===== src/rtl/seq_pkg.sv =====
// Shared definitions for the instruction sequencer.
//   - FSM state encoding (legacy-compatible 2-bit constants)
//   - Opcode constants carried in instruction byte [7:4]
//   - strobe_t: the control strobe bundle driven into accontrol
package seq_pkg;

  localparam logic [1:0] ST_FETCH  = 2'd0;
  localparam logic [1:0] ST_DECODE = 2'd1;
  localparam logic [1:0] ST_EXEC   = 2'd2;
  localparam logic [1:0] ST_HALT   = 2'd3;

  localparam logic [3:0] OP_NOP  = 4'h0;
  localparam logic [3:0] OP_LDA  = 4'h1;
  localparam logic [3:0] OP_ADD  = 4'h2;
  localparam logic [3:0] OP_ADDR = 4'h3;
  localparam logic [3:0] OP_MOVR = 4'h4;
  localparam logic [3:0] OP_JMP  = 4'h5;
  localparam logic [3:0] OP_JC   = 4'h6;
  localparam logic [3:0] OP_HLT  = 4'hF;

  typedef struct packed {
    logic jump;
    logic jump_c;
    logic sin;
    logic in_a;
    logic twone;
  } strobe_t;

endpackage


===== src/rtl/instr_sequencer_if.sv =====
// Instruction-fetch bus between the sequencer and instruction memory.
//   mem_rd    : fetch request (sequencer -> memory)
//   mem_addr  : fetch address (sequencer -> memory)
//   mem_ready : data valid on mem_data this cycle (memory -> sequencer)
//   mem_data  : instruction byte, opcode [7:4], operand [3:0]
// master = sequencer side, slave = memory side.
interface instr_sequencer_if #(
  parameter int PC_W = 8
);
  logic            mem_rd;
  logic [PC_W-1:0] mem_addr;
  logic            mem_ready;
  logic [7:0]      mem_data;

  modport master (output mem_rd, output mem_addr, input mem_ready, input mem_data);
  modport slave  (input mem_rd, input mem_addr, output mem_ready, output mem_data);
endinterface


===== src/rtl/opcode_decoder.sv =====
// Purely combinational opcode -> control-strobe map.
//   opcode_i  : instruction opcode (ir[7:4])
//   strobe_o  : strobe bundle to present during EXEC
//   illegal_o : opcode 7..E (undefined, executes as NOP)
//   is_halt_o : opcode F
module opcode_decoder
  import seq_pkg::*;
(
  input  logic [3:0] opcode_i,
  output strobe_t    strobe_o,
  output logic       illegal_o,
  output logic       is_halt_o
);

  always_comb begin
    // NOTE: every output gets a default before the case so no path leaves a
    // value unassigned, which would otherwise infer a latch.
    strobe_o  = '0;
    illegal_o = 1'b0;
    is_halt_o = 1'b0;
    case (opcode_i)
      OP_NOP:  ;
      OP_LDA:  strobe_o.in_a   = 1'b1;
      OP_ADD:  strobe_o.sin    = 1'b1;
      OP_ADDR: begin
        strobe_o.sin   = 1'b1;
        strobe_o.twone = 1'b1;
      end
      OP_MOVR: strobe_o.twone  = 1'b1;
      OP_JMP:  strobe_o.jump   = 1'b1;
      OP_JC:   strobe_o.jump_c = 1'b1;
      OP_HLT:  is_halt_o = 1'b1;
      default: illegal_o = 1'b1;
    endcase
  end

endmodule


===== src/rtl/instr_sequencer.sv =====
// Fetch/decode/execute sequencer for the 8-bit processor; producer side of
// the accumulator-control interface. Owns pc and the instruction register.
//   clk, rst_n : clock, synchronous active-low reset
//   mem        : instruction fetch bus (master modport)
//   carry      : datapath carry, sampled in EXEC for JC
//   jump, jumpC, sin, InA, twone : one-cycle strobes, high only in EXEC
//   halted     : high while in HALT
//   illegal    : one-cycle pulse in EXEC for an undefined opcode
module instr_sequencer
  import seq_pkg::*;
#(
  parameter int              PC_W     = 8,
  parameter logic [PC_W-1:0] RESET_PC = '0
) (
  input  logic                clk,
  input  logic                rst_n,
  instr_sequencer_if.master   mem,
  input  logic                carry,
  output logic                jump,
  output logic                jumpC,
  output logic                sin,
  output logic                InA,
  output logic                twone,
  output logic                halted,
  output logic                illegal
);

  logic [1:0]      state_q, state_d;
  logic [PC_W-1:0] pc_q, pc_d;
  logic [7:0]      ir_q, ir_d;
  strobe_t         strobe_q, strobe_d;
  logic            illegal_q, illegal_d;

  strobe_t         dec_strobe;
  logic            dec_illegal;
  logic            dec_halt;
  logic            fetch_accept;
  logic [PC_W-1:0] jump_target;

  opcode_decoder u_decoder (
    .opcode_i  (ir_q[7:4]),
    .strobe_o  (dec_strobe),
    .illegal_o (dec_illegal),
    .is_halt_o (dec_halt)
  );

  // The request is masked during the reset cycle itself so memory never sees
  // a fetch that the reset is about to discard.
  assign mem.mem_rd   = (state_q == ST_FETCH) && rst_n;
  assign mem.mem_addr = pc_q;
  assign fetch_accept = mem.mem_rd && mem.mem_ready;
  assign jump_target  = PC_W'(ir_q[3:0]);

  always_comb begin
    state_d   = state_q;
    pc_d      = pc_q;
    ir_d      = ir_q;
    strobe_d  = '0;
    illegal_d = 1'b0;
    case (state_q)
      ST_FETCH: begin
        if (fetch_accept) begin
          ir_d    = mem.mem_data;
          pc_d    = pc_q + PC_W'(1);
          state_d = ST_DECODE;
        end
      end
      ST_DECODE: begin
        // Strobes are registered here so they appear glitch-free for
        // exactly the EXEC cycle and are cleared on leaving it.
        if (dec_halt) begin
          state_d = ST_HALT;
        end else begin
          state_d   = ST_EXEC;
          strobe_d  = dec_strobe;
          illegal_d = dec_illegal;
        end
      end
      ST_EXEC: begin
        state_d = ST_FETCH;
        if ((ir_q[7:4] == OP_JMP) || ((ir_q[7:4] == OP_JC) && carry)) begin
          pc_d = jump_target;
        end
      end
      default: state_d = ST_HALT;
    endcase
  end

  always_ff @(posedge clk) begin
    // NOTE: state is updated with non-blocking assignments so every register
    // samples the pre-edge values, independent of statement order.
    if (!rst_n) begin
      state_q   <= ST_FETCH;
      pc_q      <= RESET_PC;
      ir_q      <= 8'h00;
      strobe_q  <= '0;
      illegal_q <= 1'b0;
    end else begin
      state_q   <= state_d;
      pc_q      <= pc_d;
      ir_q      <= ir_d;
      strobe_q  <= strobe_d;
      illegal_q <= illegal_d;
    end
  end

  assign jump    = strobe_q.jump;
  assign jumpC   = strobe_q.jump_c;
  assign sin     = strobe_q.sin;
  assign InA     = strobe_q.in_a;
  assign twone   = strobe_q.twone;
  assign halted  = (state_q == ST_HALT);
  assign illegal = illegal_q;

endmodule


===== src/flat_wrapper.sv =====
// flat-port wrapper written by rule: the top's interface ports become plain ports
module instr_sequencer_flat import seq_pkg::*;
#(
  parameter int              PC_W     = 8,
  parameter logic [PC_W-1:0] RESET_PC = '0
)
  (clk, rst_n, carry, jump, jumpC, sin, InA, twone, halted, illegal, mem_mem_rd, mem_mem_addr, mem_mem_ready, mem_mem_data);
  instr_sequencer_if #(.PC_W(PC_W)) mem_i ();
  input  logic clk;
  input  logic rst_n;
  input  logic carry;
  output logic jump;
  output logic jumpC;
  output logic sin;
  output logic InA;
  output logic twone;
  output logic halted;
  output logic illegal;
  output wire logic [$bits(mem_i.mem_rd)-1:0] mem_mem_rd;
  output wire logic [$bits(mem_i.mem_addr)-1:0] mem_mem_addr;
  input wire logic [$bits(mem_i.mem_ready)-1:0] mem_mem_ready;
  input wire logic [$bits(mem_i.mem_data)-1:0] mem_mem_data;
  assign mem_mem_rd = mem_i.mem_rd;
  assign mem_mem_addr = mem_i.mem_addr;
  assign mem_i.mem_ready = mem_mem_ready;
  assign mem_i.mem_data = mem_mem_data;
  instr_sequencer #(.PC_W(PC_W), .RESET_PC(RESET_PC)) u_core (.clk(clk), .rst_n(rst_n), .mem(mem_i), .carry(carry), .jump(jump), .jumpC(jumpC), .sin(sin), .InA(InA), .twone(twone), .halted(halted), .illegal(illegal));
endmodule

===== config.mk =====
export PLATFORM = sky130hd
export DESIGN_NAME = instr_sequencer_flat
export DESIGN_NICKNAME = d
export VERILOG_FILES = /design/src/rtl/seq_pkg.sv /design/src/rtl/instr_sequencer_if.sv /design/src/rtl/opcode_decoder.sv /design/src/rtl/instr_sequencer.sv /design/src/flat_wrapper.sv
export SDC_FILE = /design/constraint.sdc
export NUM_CORES = 1
export LEC_CHECK = 0
export BUFFER_PORTS_ARGS = -buffer_cell sky130_fd_sc_hd__buf_2
export CAP_MARGIN = 10
export CORE_MARGIN = 3
export CORE_UTILIZATION = 35
export CTS_CLUSTER_DIAMETER = 200
export DETAILED_ROUTE_END_ITERATION = 7
export SYNTH_ARGS = -nofsm -noshare
export SYNTH_HDL_FRONTEND = slang
export SYNTH_SLANG_ARGS = --single-unit

===== constraint.sdc =====
create_clock -name clk -period 2.1 [get_ports clk]
set_clock_uncertainty 0.1 [all_clocks]
set_input_delay 0.21 -clock clk [delete_from_list [all_inputs] [get_ports clk]]
set_output_delay 0.21 -clock clk [all_outputs]
set_load 0.01 [all_outputs]

==> results of run 1 <==
layer usage:
metal | global-route usage | part of all wire
met4 | 0.0364 | 0.010
met2 | 0.244 | 0.49
met1 | 0.176 | 0.46
met3 | 0.0461 | 0.042
met5 | 0 | 0
area by class of cell:
class	instances	area (sq um)
flip-flops and latches	24	480
inverters	4	15.0
fillers	288	1480
clock inverters	1	30.0
multi-input cells	92	561
clock buffers	3	22.5
repair buffers	37	230
well taps	31	38.8
cell usage in the layout, fill, tap and decap left out, drive strengths merged, types with 3 or more instances in the layout:
cell         instances
a31oi                3
buf                 29
clkbuf               3
dfxtp               24
dlygate4sd3          8
inv                  4
nand2               23
nand2b               3
nand3               11
nor2                 9
nor3                 4
o21ai               10
power by group through the flow:
stage | logic (mW) | clock network (mW) | registers [mW]
floorplan | 0.0668 | 0 | 0.499
global placement | 0.0920 | 0 | 0.506
detailed placement | 0.0930 | 0 | 0.506
CTS | 0.105 | 0.343 | 0.496
global route | 0.118 | 0.359 | 0.501
finish | 0.105 | 0.336 | 0.496
flip-flops by register name, summed over array words and instances (netlist names):
| name | flops |
|---|---|
| u_core.jump | 1 |
| u_core.jumpC | 1 |
| u_core.state_q | 2 |
| u_core.twone | 1 |
| u_core.ir_q | 8 |
| u_core.mem.mem_addr | 8 |
| u_core.illegal | 1 |
| u_core.sin | 1 |
| u_core.InA | 1 |
through the flow:
step	setup WS, ps	instances	hold slack [ps]	util
floorplan	551	126	209	-
global placement	455	180	294	0.436
detailed placement	430	180	299	0.436
CTS	396	192	68.8	0.483
global route	294	192	65.3	0.483
finish	377	192	73.4	0.483
Yosys cell counts:
master,n
sky130_fd_sc_hd__buf_2,1
sky130_fd_sc_hd__inv_1,4
sky130_fd_sc_hd__and2_1,2
sky130_fd_sc_hd__a31oi_1,3
sky130_fd_sc_hd__a22oi_1,1
sky130_fd_sc_hd__nor3b_1,2
sky130_fd_sc_hd__o211a_1,1
sky130_fd_sc_hd__or2_2,1
sky130_fd_sc_hd__mux2i_1,1
sky130_fd_sc_hd__nand4bb_1,1
sky130_fd_sc_hd__nand3_1,11
sky130_fd_sc_hd__nand4b_1,1
sky130_fd_sc_hd__nand2b_1,2
sky130_fd_sc_hd__a221oi_2,1
sky130_fd_sc_hd__o2bb2ai_1,1
sky130_fd_sc_hd__nor2b_1,2
sky130_fd_sc_hd__a21oi_1,1
sky130_fd_sc_hd__nand3b_1,2
sky130_fd_sc_hd__ha_1,1
sky130_fd_sc_hd__dfxtp_1,24
sky130_fd_sc_hd__and3_2,1
sky130_fd_sc_hd__xor2_1,1
sky130_fd_sc_hd__nor2_1,8
sky130_fd_sc_hd__clkbuf_1,4
sky130_fd_sc_hd__nor4_1,2
sky130_fd_sc_hd__o311ai_0,1
sky130_fd_sc_hd__clkbuf_2,1
sky130_fd_sc_hd__nand2_1,23
sky130_fd_sc_hd__a31o_2,1
sky130_fd_sc_hd__nand2b_4,1
sky130_fd_sc_hd__and4bb_2,1
sky130_fd_sc_hd__nor2_2,1
sky130_fd_sc_hd__a2111oi_4,1
sky130_fd_sc_hd__nor3_1,4
sky130_fd_sc_hd__o21ai_0,10
sky130_fd_sc_hd__a41o_2,1
sky130_fd_sc_hd__mux2_2,1
sky130_fd_sc_hd__o41ai_1,1
logic make-up after synthesis:
logic type	count (synthesis)	synth area share
xor+xnor	1	0.00810
compound gates	23	0.167
simple gates	65	0.312
fa+ha+maj	1	0.0116
flops	24	0.444
buf+inv	10	0.0370
mux	2	0.0197
final timing paths:
path	from	endpoint	slack [ps]
min	mem_mem_ready	u_core.state_q[0]	70
min reg2reg	u_core.ir_q[0]	u_core.ir_q[0]	370
max reg2reg	u_core.ir_q[4]	u_core.mem.mem_addr[7]	380
max	u_core.ir_q[4]	u_core.mem.mem_addr[7]	380
worst max-delay path: stages, from the launching register on:
cell and delay (ps):
sky130_fd_sc_hd__dfxtp_1 510, sky130_fd_sc_hd__nand2b_4 100, sky130_fd_sc_hd__a2111oi_4 530, sky130_fd_sc_hd__nor2_2 110
sky130_fd_sc_hd__a31o_2 260
==> metrics.txt, run 1 <==
# TYPE chip_impl_metric gauge
chip_impl_metric{name="routed_wl",unit="mm"} 2.51
chip_impl_metric{name="ys_seq_elements",unit=""} 24
chip_impl_metric{name="ctsHtreeMaxLevel",unit=""} 1
chip_impl_metric{name="final-hold-violation-count",unit=""} 0
chip_impl_info{name="tritoncts",value="done"} 1
chip_impl_metric{name="floorplan.rows",unit=""} 19
chip_impl_metric{name="report.final.setup_viol",unit=""} 0
chip_impl_info{name="critPathCaptureType",value="flip-flop"} 1
chip_impl_metric{name="cts-root-to-sink-buffers",unit=""} 2
chip_impl_metric{name="reg2regPathDepth",unit=""} 4
chip_impl_metric{name="cts-resized-gates",unit=""} 0
chip_impl_metric{name="synthesis.instances",unit=""} 126
chip_impl_info{name="synth.area.top_cells",value="sky130_fd_sc_hd__dfxtp_1 (44%), sky130_fd_sc_hd__nand2_1 (8.0%), sky130_fd_sc_hd__nand3_1 (5.1%), sky130_fd_sc_hd__o21ai_0 (4.6%), sky130_fd_sc_hd__nor2_1 (2.8%)"} 1
chip_impl_info{name="clock-root-buffer",value="sky130_fd_sc_hd__clkbuf_4"} 1
chip_impl_metric{name="yosys.area.top_type_share",unit=""} 0.444
chip_impl_info{name="hp-class",value="in2reg"} 1
chip_impl_metric{name="design_area",unit="sq um"} 1380
chip_impl_metric{name="fp.dieArea",unit="sq um"} 3790
chip_impl_metric{name="vertical_die_dimension",unit="um"} 61.6
chip_impl_metric{name="cellLeakagePower",unit="nW"} 0.616
chip_impl_metric{name="grt_start_max_net_pins",unit=""} 23
chip_impl_metric{name="global_route.usage.total",unit=""} 0.144
chip_impl_metric{name="path_clk_slew",unit="ps"} 140
chip_impl_metric{name="ios",unit=""} 28
chip_impl_metric{name="pwr-share-clk",unit=""} 0.358
chip_impl_metric{name="synthesis.area_per_instance",unit="sq um"} 8.58
chip_impl_metric{name="min_path_cells",unit=""} 3
chip_impl_info{name="critical_path.startpoint_type",value="flip-flop"} 1
chip_impl_metric{name="detail_route.first_pass.iterations",unit=""} 4
chip_impl_metric{name="area_growth",unit="%"} 27.4
chip_impl_metric{name="cts_sinks",unit=""} 24
chip_impl_metric{name="globalplace.congestion",unit=""} 0.787
chip_impl_metric{name="netsw",unit="mW"} 0.219
chip_impl_metric{name="fp.coreArea",unit="sq um"} 2850
chip_impl_metric{name="power_report.internal_total",unit="mW"} 0.718
chip_impl_metric{name="worstPathMaxFanout",unit=""} 8
chip_impl_metric{name="maxClockFrequency",unit="GHz"} 0.580
chip_impl_metric{name="drive_gt1_frac",unit=""} 0.267
chip_impl_metric{name="worst_ep_arrival_time",unit="ps"} 1840
chip_impl_metric{name="n_antenna_cell",unit=""} 0
chip_impl_metric{name="power_frac_seq",unit=""} 0.530
chip_impl_metric{name="cellPowerDensity",unit="nW/um^2"} 680
chip_impl_metric{name="starting_utilization_of_the_core_area",unit=""} 0.379
chip_impl_metric{name="detailedRoute.firstIterationViolations",unit=""} 23
chip_impl_metric{name="clkLatencyLatePin",unit="ps"} 320
chip_impl_metric{name="max_cap_viol_count",unit=""} 0
chip_impl_metric{name="layout.nets",unit=""} 175
chip_impl_metric{name="tritoncts.num_buffers",unit=""} 3
chip_impl_info{name="synth.largest_area_cell",value="sky130_fd_sc_hd__dfxtp_1"} 1
chip_impl_metric{name="grt_pass1_vias",unit=""} 902
chip_impl_metric{name="synth_sequential_area_ratio",unit=""} 0.444
chip_impl_metric{name="place_area",unit="sq um"} 1240
chip_impl_metric{name="grt_first_pass_wirelength",unit="mm"} 4.06
chip_impl_metric{name="setup_tns_after_final_layout",unit="ps"} 0
chip_impl_metric{name="gr-total-overflow",unit=""} 0
chip_impl_metric{name="report.final.slew_viol_count",unit=""} 0
chip_impl_metric{name="die_w",unit="um"} 61.6
chip_impl_info{name="grt_setup_unrepaired",value="false"} 1
chip_impl_metric{name="share_comb_of_total_power",unit=""} 0.112
chip_impl_metric{name="drt_drc_violations_left",unit=""} 0
chip_impl_metric{name="tightestPinTransition",unit="ps"} 472
chip_impl_metric{name="vias",unit=""} 1005
chip_impl_metric{name="maxSlewHeadroom",unit=""} 0.685
chip_impl_metric{name="cts_hold_repair.buffers",unit=""} 8
chip_impl_metric{name="antenna_violating_nets_post_route",unit=""} 0
chip_impl_info{name="worst-setup-path-type",value="reg2reg"} 1
chip_impl_metric{name="yosys_warnings",unit=""} 0
chip_impl_metric{name="switching_share",unit=""} 0.234
chip_impl_metric{name="wire_per_inst",unit="um"} 13.1
chip_impl_metric{name="vias_per_cell",unit=""} 5.23
chip_impl_metric{name="fin_crit",unit="ps"} 1720
chip_impl_metric{name="power",unit="mW"} 0.937
chip_impl_metric{name="antenna_found_initial",unit=""} 0
chip_impl_metric{name="timing.final.crit_share",unit=""} 0.820
chip_impl_metric{name="synthDistinctLibCells",unit=""} 38
chip_impl_metric{name="synthesis.area",unit="sq um"} 1080
chip_impl_metric{name="syn_nets",unit=""} 139
chip_impl_metric{name="portBuffers",unit=""} 27
chip_impl_metric{name="detailed_place_hpwl",unit="mm"} 1.73
chip_impl_metric{name="cp_data_required_time",unit="ps"} 2220
chip_impl_metric{name="power.ir.vdd_worst",unit="uV"} 453
chip_impl_metric{name="post-cts-setup-buffers",unit=""} 0
chip_impl_info{name="outcome",value="finished clean"} 1
(Power assumes the default switching activity.)
==> run 2, diff against run 1 <==
==> constraint.sdc (replaced) <==
create_clock -name clk -period 1.5 [get_ports clk]
set_clock_uncertainty 0.1 [all_clocks]
set_input_delay 0.15 -clock clk [delete_from_list [all_inputs] [get_ports clk]]
set_output_delay 0.15 -clock clk [all_outputs]
set_load 0.01 [all_outputs]
==> run 2 against run 1 <==
Effect of this change:
- final area up 12%
- wire length up 4.2%
- sequential cell count unchanged
- fmax up 16%
- highest routed layer unchanged
- non-clock buffer count up 15
- total power up 44%
- clock power up 38%
- count of clock-buffer cells in the layout unchanged
- combinational power up 92%
==> metrics.txt, run 2 (same netlist as run 1, synthesis figures left out) <==
# TYPE chip_impl_metric gauge
chip_impl_metric{name="power",unit="mW"} 1.35
chip_impl_metric{name="cts_sinks",unit=""} 24
chip_impl_metric{name="area_growth",unit="%"} 42.6
chip_impl_metric{name="grt_pass1_vias",unit=""} 1005
chip_impl_metric{name="starting_utilization_of_the_core_area",unit=""} 0.379
chip_impl_metric{name="report.final.setup_viol",unit=""} 0
chip_impl_metric{name="worst_slack",unit="ps"} 12.5
chip_impl_metric{name="whs",unit="ps"} 58.4
chip_impl_metric{name="tightestPinTransition",unit="ps"} 308
chip_impl_info{name="hold_path.startpoint",value="rst_n"} 1
chip_impl_metric{name="antenna_found_initial",unit=""} 0
chip_impl_metric{name="cts-root-to-sink-buffers",unit=""} 2
chip_impl_metric{name="clkLatencyLatePin",unit="ps"} 320
chip_impl_metric{name="antenna_violating_nets_post_route",unit=""} 0
chip_impl_metric{name="detailed_place_hpwl",unit="mm"} 1.89
chip_impl_metric{name="dpl_worst_slack",unit="ps"} -52.8
chip_impl_metric{name="fin_crit",unit="ps"} 1490
chip_impl_metric{name="gr-total-overflow",unit=""} 0
chip_impl_metric{name="die_w",unit="um"} 61.6
chip_impl_metric{name="tritoncts.num_buffers",unit=""} 3
chip_impl_metric{name="detailedRoute.firstIterationViolations",unit=""} 49
chip_impl_metric{name="worstPathMaxFanout",unit=""} 6
chip_impl_metric{name="wire_per_inst",unit="um"} 12.6
chip_impl_info{name="worst_setup_path_startpoint",value="u_core.ir_q[4]"} 1
chip_impl_metric{name="layout.nets",unit=""} 190
chip_impl_metric{name="maxSlewHeadroom",unit=""} 0.792
chip_impl_info{name="final_cell_mix",value="sky130_fd_sc_hd__buf_2 (27), sky130_fd_sc_hd__nand2_1 (23), sky130_fd_sc_hd__dfxtp_1 (20)"} 1
chip_impl_metric{name="max_cap_viol_count",unit=""} 0
chip_impl_metric{name="drt_drc_violations_left",unit=""} 0
chip_impl_metric{name="floorplan.rows",unit=""} 19
chip_impl_info{name="tritoncts",value="done"} 1
chip_impl_metric{name="power.ir.vdd_worst",unit="uV"} 694
chip_impl_info{name="grt_setup_unrepaired",value="true"} 1
chip_impl_metric{name="report.final.slew_viol_count",unit=""} 0
chip_impl_metric{name="fill_cells",unit=""} 272
chip_impl_metric{name="grt_start_max_net_pins",unit=""} 19
chip_impl_info{name="worst-setup-path-type",value="reg2reg"} 1
chip_impl_metric{name="n_antenna_cell",unit=""} 0
chip_impl_metric{name="final-hold-violation-count",unit=""} 0
chip_impl_info{name="busiest_metal_layer_after_global_routing",value="met2"} 1
chip_impl_metric{name="ctsHtreeMaxLevel",unit=""} 1
chip_impl_metric{name="cellPowerDensity",unit="nW/um^2"} 875
chip_impl_metric{name="multiInputGateArea",unit="sq um"} 597
chip_impl_metric{name="portBuffers",unit=""} 27
chip_impl_metric{name="timing.final.crit_share",unit=""} 0.992
chip_impl_metric{name="met1_usage",unit=""} 0.195
chip_impl_metric{name="cp_num_buf_inv",unit=""} 2
chip_impl_metric{name="vias",unit=""} 1061
chip_impl_info{name="r2r-start",value="u_core.ir_q[4]"} 1
chip_impl_info{name="hp-class",value="in2reg"} 1
chip_impl_metric{name="sequential_cell_area",unit="sq um"} 488
chip_impl_metric{name="detail_route.first_pass.iterations",unit=""} 4
chip_impl_info{name="layout.cells.most_common",value="sky130_fd_sc_hd__buf_2"} 1
chip_impl_info{name="critical_path.startpoint_type",value="flip-flop"} 1
chip_impl_metric{name="maxClockFrequency",unit="GHz"} 0.672
chip_impl_metric{name="grtUsageMet3",unit=""} 0.0398
chip_impl_metric{name="fp.dieArea",unit="sq um"} 3790
chip_impl_metric{name="vias_per_cell",unit=""} 5.13
chip_impl_metric{name="globalRouteMet2Util",unit=""} 0.253
chip_impl_metric{name="routed_wl",unit="mm"} 2.62
chip_impl_info{name="dominant_cell_type_by_count_on_the_critical_path",value="sky130_fd_sc_hd__buf_6"} 1
chip_impl_metric{name="cellLeakagePower",unit="nW"} 0.704
chip_impl_metric{name="cp_data_required_time",unit="ps"} 1620
chip_impl_metric{name="drive_gt1_frac",unit=""} 0.369
chip_impl_info{name="worstPathCellList",value="buf_6, nand2b_4, a2111oi_4, buf_6, nor2_4, a31o_2"} 1
chip_impl_metric{name="global_route.usage.total",unit=""} 0.151
chip_impl_info{name="clock-root-buffer",value="sky130_fd_sc_hd__clkbuf_4"} 1
chip_impl_info{name="outcome",value="finished clean"} 1
chip_impl_metric{name="grt_first_pass_wirelength",unit="mm"} 4.31
chip_impl_metric{name="vertical_die_dimension",unit="um"} 61.6
chip_impl_info{name="critical_path.slowest_cell",value="sky130_fd_sc_hd__dfxtp_4"} 1
chip_impl_metric{name="path_clk_slew",unit="ps"} 130
chip_impl_metric{name="globalplace.congestion",unit=""} 0.844
chip_impl_info{name="critPathCaptureType",value="flip-flop"} 1
chip_impl_metric{name="fp.coreArea",unit="sq um"} 2850
chip_impl_info{name="critical_path.top_delay_family",value="compound AO/OA/AOI/OAI gates"} 1
chip_impl_metric{name="worst_ep_arrival_time",unit="ps"} 1610
chip_impl_metric{name="worst_path_largest_cell_delay",unit="ps"} 370
chip_impl_metric{name="ios",unit=""} 28
[run 2: path summary, 6_finish.rpt]
check	cells after the start	endpoint	slack [ps]
min reg2reg	2	u_core.ir_q[2]	380
min	2	u_core.state_q[0]	60
max	6	u_core.mem.mem_addr[7]	10
max reg2reg	6	u_core.mem.mem_addr[7]	10
[run 2: through the flow]
stage / setup TNS, ps / util / cells / cell area (sq um)
after floorplan: -3.08 / - / 126 / 1100
after global placement: -6.59 / 0.474 / 193 / 1350
after detailed placement: -229 / 0.474 / 193 / 1350
after CTS: -173 / 0.528 / 207 / 1510
after global routing: -239 / 0.540 / 207 / 1540
final: 0 / 0.540 / 207 / 1540
[run 2: timing repair]
action | 4_1_cts | 5_1_grt
setup endpoints to repair | 7 | 9
resized for setup | 3 | 10
pin swaps | 2 | 4
endpoints found under the hold margin | 8 | 0
hold buffers | 8 | 0
buffers inserted | 2 | 0
[run 2: area by class of cell]
type	instances	share of cell area
Tap cell	31	0.0252
Inverter	4	0.00974
Clock inverter	1	0.0195
Clock buffer	3	0.0146
Multi-Input combinational cell	92	0.387
Timing Repair Buffer	52	0.227
Sequential cell	24	0.317
[run 2: report_power, final]
| part | internal [mW] | switching [mW] |
|---|---|---|
| clock | 0.270 | 0.193 |
| sequential | 0.663 | 0.0192 |
| combinational | 0.104 | 0.0985 |
[run 2: layer usage]
metal	up-vias	part of all wire
met4	0	0.0076
met1	481	0.47
met3	2	0.062
li1	546	-
met2	32	0.47
met5	-	0
